**config.mk**
```make
export PLATFORM = sky130hd
export DESIGN_NAME = demux_feeder
export DESIGN_NICKNAME = d
export VERILOG_FILES = /design/src/rtl/demux_feeder.sv
export SDC_FILE = /design/constraint.sdc
export NUM_CORES = 1
export LEC_CHECK = 0
export CAP_MARGIN = 25
export CORE_AREA = 2 2 39 41
export DETAILED_ROUTE_END_ITERATION = 8
export DIE_AREA = 0 0 41 43
export PLACE_DENSITY = 0.78
export SLEW_MARGIN = 20
export SYNTH_ARGS = -nofsm -noshare
export SYNTH_HDL_FRONTEND = slang
export SYNTH_SLANG_ARGS = --single-unit
```
**constraint.sdc**
```tcl
create_clock -name clk -period 1.8 [get_ports clk]
set_input_delay 0.45 -clock clk [delete_from_list [all_inputs] [get_ports clk]]
set_output_delay 0.45 -clock clk [all_outputs]
set_load 0.01 [all_outputs]
```
**src/rtl/demux_feeder.sv**
```systemverilog
// Serialiser in front of the 2-to-1 demux: accepts 2-bit words over
// valid/ready, drives in/sel so the demux emits bits LSB first.
//
// Ports:
//   clk, rst        - clock, synchronous active-high reset
//   word_in         - 2-bit word, captured on accept
//   word_valid      - upstream offers word_in
//   word_ready      - block can take a word this cycle (combinational)
//   in, sel         - registered drive of the demux in/sel ports
//   bit_valid       - demux output currently carries a valid bit
//   last            - final cycle of bit 1
//   busy            - a word is in flight
module demux_feeder #(
  parameter int HOLD_CYCLES = 1
) (
  input  logic       clk,
  input  logic       rst,
  input  logic [1:0] word_in,
  input  logic       word_valid,
  output logic       word_ready,
  output logic [1:0] in,
  output logic       sel,
  output logic       bit_valid,
  output logic       last,
  output logic       busy
);

  generate
    if (HOLD_CYCLES < 1 || HOLD_CYCLES > 15) begin : g_bad_hold
      $error("demux_feeder: HOLD_CYCLES must be 1..15");
    end
  endgenerate

  localparam logic [3:0] LASTC = 4'(HOLD_CYCLES - 1);

  typedef enum logic [1:0] {
    IDLE = 2'd0,
    BIT0 = 2'd1,
    BIT1 = 2'd2
  } state_t;

  state_t     state;
  logic [3:0] cnt;
  logic       accept;

  // Ready in IDLE or on the final bit-1 cycle, so words chain
  // back-to-back without a bubble.
  always_comb begin
    word_ready = 1'b0;
    if (!rst) begin
      word_ready = (state == IDLE) ||
                   (state == BIT1 && cnt == LASTC);
    end
  end

  assign accept = word_valid && word_ready;

  always_ff @(posedge clk) begin
    if (rst) begin
      state     <= IDLE;
      cnt       <= 4'd0;
      in        <= 2'b00;
      sel       <= 1'b0;
      bit_valid <= 1'b0;
      last      <= 1'b0;
      busy      <= 1'b0;
    end else begin
      unique case (1'b1)
        (state == BIT0): begin
          if (cnt == LASTC) begin
            state <= BIT1;
            cnt   <= 4'd0;
            sel   <= 1'b1;
            last  <= (LASTC == 4'd0);
          end else begin
            cnt <= cnt + 4'd1;
          end
        end
        (state == BIT1): begin
          if (cnt == LASTC) begin
            last <= 1'b0;
            sel  <= 1'b0;
            cnt  <= 4'd0;
            if (accept) begin
              state <= BIT0;
              in    <= word_in;
            end else begin
              state     <= IDLE;
              bit_valid <= 1'b0;
              busy      <= 1'b0;
            end
          end else begin
            cnt  <= cnt + 4'd1;
            // last is registered, so raise it one count early
            last <= ((cnt + 4'd1) == LASTC);
          end
        end
        default: begin
          sel       <= 1'b0;
          bit_valid <= 1'b0;
          last      <= 1'b0;
          busy      <= 1'b0;
          cnt       <= 4'd0;
          if (accept) begin
            state     <= BIT0;
            in        <= word_in;
            bit_valid <= 1'b1;
            busy      <= 1'b1;
          end else begin
            state <= IDLE;
          end
        end
      endcase
    end
  end

endmodule

```
Word-level counts from Yosys, hierarchy flattened
Cells that the tools add are included.
{"block": "totals", "regBits": 11, "inputBits": 5, "wordCells": 42}
{"block": "op_classes", "addsub": 1, "eq_ne": 5, "muxes": 17, "bitwise_logic": 2, "n_reduce_logical": 11}
{"operator": "logical NOT 4 bit", "count": 2}
{"operator": "2-to-1 mux 1 bit", "count": 8}
{"operator": "2-to-1 mux 2 bit", "count": 4}
{"operator": "case mux 2 bit (2 select lines)", "count": 2}
{"operator": "case mux 1 bit (2 select lines)", "count": 3}
{"operator": "adder 4 x 1 -> 4 bit, second input constant", "count": 1}
{"operator": "inequality test 2 bit, second input constant", "count": 2}
{"operator": "AND reduction 2 bit", "count": 2}
{"operator": "AND reduction 3 bit", "count": 1}
{"operator": "OR reduction 3 bit", "count": 1}
{"operator": "equality test 2 x 1 -> 1 bit, second input constant", "count": 1}
{"operator": "equality test 2 bit, second input constant", "count": 1}
{"operator": "logical AND 1 bit", "count": 2}
{"operator": "logical NOT 2 bit", "count": 1}
{"operator": "inequality test 2 x 1 -> 1 bit, second input constant", "count": 1}
{"operator": "NOT 1 bit", "count": 2}
{"operator": "OR reduction 2 bit", "count": 1}
{"operator": "logical OR 1 bit", "count": 1}

Logic depth before layout (Yosys ltp)
Gate-level depths: netlist (run 1).
{"block": "depth", "word_depth": 8, "ltp_mapped": 5}

Worst setup path before layout (run 1)
Ideal clock, no wire load.
{"block": "synth_path", "path_kind": "flip-flop to flip-flop", "startpoint": "reg state[1]", "endpoint": "reg in[0]", "setup_ns": 0.121, "arrival_ns": 1.453, "required_ns": 1.679, "slack_ns": 0.226, "stages_incl_launch_ff": 6, "path_buffers": 0, "cell_sequence": "dfxtp_1 -> inv_1 -> ha_1 -> nor4bb_4 -> a32oi_2 -> mux2_4"}
{"block": "synth_between", "elab_chain_len": 8, "elab_cells_between_ends": 13, "cone_classes": "3 x eq/ne; 4 x mux; 1 x bitwise; 5 x reduce/logical"}
{"item": "start: declaration", "line": "42", "rtl": "state_t state;"}
{"item": "start signal: assignment", "line": "60", "rtl": "state <= IDLE;"}
{"item": "start signal: assignment", "line": "71", "rtl": "state <= BIT1;"}
{"item": "start signal: assignment", "line": "85", "rtl": "state <= BIT0;"}
{"item": "equality test 2 bit", "line": "52, 79"}
{"item": "logical AND 1 bit", "line": "52", "rtl": "(state == BIT1 && cnt == LASTC);"}
{"item": "logical OR 1 bit", "line": "51", "rtl": "word_ready = (state == IDLE) ||"}
{"item": "2-to-1 mux 1 bit", "line": "50", "rtl": "if (!rst) begin"}
{"item": "logical AND 1 bit", "line": "56", "rtl": "assign accept = word_valid && word_ready;"}
{"item": "2-to-1 mux 2 bit (2 in a row)"}
{"item": "case mux 2 bit (2 select lines)", "line": "68", "rtl": "unique case (1'b1)"}
{"item": "end signal: assignment", "line": "86", "rtl": "in <= word_in;"}
{"item": "end signal: assignment", "line": "106", "rtl": "in <= word_in;"}
{"item": "end: declaration", "line": "21", "rtl": "output logic [1:0] in,"}
Several ways; a longest one is shown, not always the timed one. The select of a mux whose other input is x is not followed.
A chain may end at the register's enable or synchronous reset.

Worst setup path after layout (run 1)
{"block": "layout_path", "startpoint": "reg cnt[1]", "endpoint": "out word_ready"}
{"block": "layout_between", "elab_chain_len": 4}
{"item": "start: declaration", "line": "43", "rtl": "logic [3:0] cnt;"}
{"item": "start signal: assignment", "line": "76", "rtl": "cnt <= cnt + 4'd1;"}
{"item": "start signal: assignment", "line": "93", "rtl": "cnt <= cnt + 4'd1;"}
{"item": "logical NOT 4 bit", "line": "52"}
{"item": "logical AND 1 bit", "line": "52"}
{"item": "logical OR 1 bit", "line": "51"}
{"item": "2-to-1 mux 1 bit", "line": "50"}
{"item": "end: declaration", "line": "20", "rtl": "output logic word_ready,"}
Every way passes these cells.

==> impl_metrics.json, run 1 <==
{
  "status": "complete, no violations",
  "drive_above_1_share_pct": 34.6,
  "syn_inst": 56,
  "final.setup.tns_ns": 0,
  "dp_cells": 90,
  "crit_path_max_fanout": 2,
  "power_density_nw_per_um2": 651,
  "yosysTopAreaCell": "dfxtp_1",
  "path_clk_slew_ns": 0.07,
  "ios": 12,
  "synth_warnings": 0,
  "fin_cells": 94,
  "grt_overflow": 0,
  "min_period_ns": 1.73,
  "max_stage_delay_ns": 0.32,
  "synth_cell_types": 26,
  "synthTopCellsByArea": "dfxtp_1 (36%), ha_1 (11%), mux2_4 (5.4%), nor4bb_4 (4.5%), nor2_1 (4.0%)",
  "max_slew_margin_pct": 81.1,
  "cp.arrival_ns": 1.28,
  "end_kind": "output pin",
  "hold_viol_final": 0,
  "finalSetupViolCount": 0,
  "grt_setup_unrepaired": "yes",
  "clkSinkCount": 10,
  "drcViolationCount": 0,
  "ys_seq_area_share_pct": 35.8,
  "wl_um": 1010,
  "power.total_uw": 517,
  "clk_path_buf_depth": 2,
  "critPathRequiredTime_ns": 1.35,
  "grt_max_degree": 10,
  "fin_ws_ns": 0.0695,
  "grt_pass1_wl_um": 1570,
  "die_y_um": 43,
  "cts_made_buffers": 3,
  "crit_path_top_delay_cell": "dfxtp_2",
  "path_class": "flop to output pin",
  "rows": 14,
  "track_usage_pct": 13.8,
  "syn_to_final_growth_pct": 42.1,
  "dpl.hpwl_um": 796,
  "drv_slew": 0,
  "cts_hold_buf": 0,
  "p_leak_nw": 0.320,
  "avgSynthCellArea_um2": 9.99,
  "portBuffers": 11,
  "finalCritPeriodShare_pct": 96.1,
  "cts_tree": "built",
  "fmax_ghz": 0.578,
  "drtIter0Drc": 7,
  "grt_pass1_vias": 407,
  "via_per_inst": 4.95,
  "worstMarginPinSlew_ns": 0.283,
  "syn_area_um2": 559,
  "drv_cap": 0,
  "setup.worst_path.start_class": "flop",
  "place_ws_ns": -0.155,
  "crit_chain": "inv_2 > ha_4 > nor3b_4 > a21oi_2 > nor2_1 > buf_2",
  "finClkSkew_ns": 0.00999,
  "firstDrtPassIters": 4,
  "initial_core_util_pct": 40.4,
  "hold_ws_ns": 0.490,
  "syn_nets": 66,
  "ir_drop_v": 0.000480,
  "min_path_type": "flop to flop",
  "diodes": 0,
  "fill_cells": 123,
  "root_buffer": "clkbuf_4",
  "dieArea_um2": 1760,
  "clk_latency_ns": 0.27,
  "ant_nets": 0,
  "cts_max_level": 1,
  "synth_top_cell_area_share_pct": 35.8,
  "gp_congestion": 0.716,
  "core_area_um2": 1380,
  "via_count": 465,
  "finalNetCount": 89,
  "wire_per_inst_um": 10.7,
  "die_x_um": 41,
  "ys_ff_latch": 10,
  "antenna_found_initial": 0
}
cells by family after synthesis:
kind of cell,Yosys count,synth area share (%)
AO/OA/AOI/OAI,10,12.8
flip-flops,10,35.8
multiplexers,2,5.37
adder cells (fa/ha/maj),5,11.2
XOR/XNOR,2,3.13
AND/OR/NAND/NOR,20,25.1
buffers and inverters,7,6.71
final cells by class:
type	instances	area, um^2	share of cell area, %
clock buffer	4	36.3	4.57
inverter	5	18.8	2.36
multi-input combinational	39	344	43.3
sequential	10	203	25.5
tap	16	20.0	2.52
timing repair buffer	20	173	21.7
repair_timing:
| action | 4_1_cts | 5_1_grt |
|---|---|---|
| resized for setup | 7 | 5 |
| setup endpoints to repair | 1 | 1 |
| pin swaps | 1 | 3 |
| buffers inserted | 0 | 0 |
layout by cell type (no fill, tap or decap), types with 2 or more instances in the layout:
cell type	Yosys	layout
mux2_4	2	2
nor2_1	6	6
clkbuf_4	0	3
nand3_1	3	3
buf_4	1	9
a21oi_1	4	3
dfxtp_2	0	2
ha_1	5	4
inv_2	0	2
dfxtp_1	10	8
clkdlybuf4s50_1	0	10
inv_1	5	3
nor2b_1	3	3
cells in the mapped netlist, drive strengths merged:
cell / instances
nor2b: 3
o21ai: 1
ha: 5
xnor2: 1
a32oi: 1
inv: 5
a31oi: 1
and3: 1
nor2: 7
nor4bb: 1
nand3: 3
o211ai: 1
or3: 1
buf: 2
and4b: 1
a211oi: 1
dfxtp: 10
mux2: 2
nand3b: 1
a21oi: 4
o32ai: 1
nor3b: 1
xor2: 1
or3b: 1
critical path: cells and delay by family, from the launching register on:
| family | cells | cell delay (ns) |
|---|---|---|
| buf+inv | 2 | 0.19 |
| fa+ha+maj | 1 | 0.12 |
| flops | 1 | 0.32 |
| compound gates | 1 | 0.09 |
| simple gates | 2 | 0.30 |
report_power, final:
group	switching (mW)	internal, mW	leakage [nW]	total, mW
registers	0.00493	0.229	0.0824	0.234
clock network	0.0799	0.123	0.0210	0.203
logic	0.0317	0.0487	0.217	0.0803
total	0.116	0.401	0.320	0.517
worst paths after layout:
kind / cells past startpoint / to / slack (ns) / startpoint
worst min register to register: 2 / last$_SDFFE_PP0P_ / 0.49 / last$_SDFFE_PP0P_
worst max-delay path: 6 / word_ready / 0.07 / cnt[1]$_SDFF_PP0_
worst max register to register: 6 / in[0]$_SDFFE_PP0P_ / 0.19 / state[0]$_SDFFE_PP0P_
worst min-delay path: 2 / last$_SDFFE_PP0P_ / 0.49 / last$_SDFFE_PP0P_
sequential cells by signal, summed over array words and instances, names as in the netlist:
name   flops
cnt        4
last       1
busy       1
state      2
in         2
stage by stage:
step | utilization, % | cell area (um^2)
final | 57.4 | 795
after CTS | 56.4 | 781
after global placement | 53.3 | 738
after global routing | 57.4 | 795
after floorplan | - | 559
after detailed placement | 53.3 | 738
layer usage:
layer,track usage (%),vias to the layer above,share of wire [%]
li1,-,240,-
met1,14.2,214,43
met2,21.6,11,51
met3,9.42,0,6.0
met4,4.00,0,0
met5,0,-,0
Power figures use the tool's default switching activity.
==> run 2, diff against run 1 <==
--- a/config.mk
+++ b/config.mk
@@ -9,6 +9,7 @@
 export CORE_AREA = 2 2 39 41
 export DETAILED_ROUTE_END_ITERATION = 8
 export DIE_AREA = 0 0 41 43
+export GPL_ROUTABILITY_DRIVEN = 0
 export PLACE_DENSITY = 0.78
 export SLEW_MARGIN = 20
 export SYNTH_ARGS = -nofsm -noshare
==> results of run 2 <==
Same layout as run 1: the final DEF is identical, and so are final timing and power.
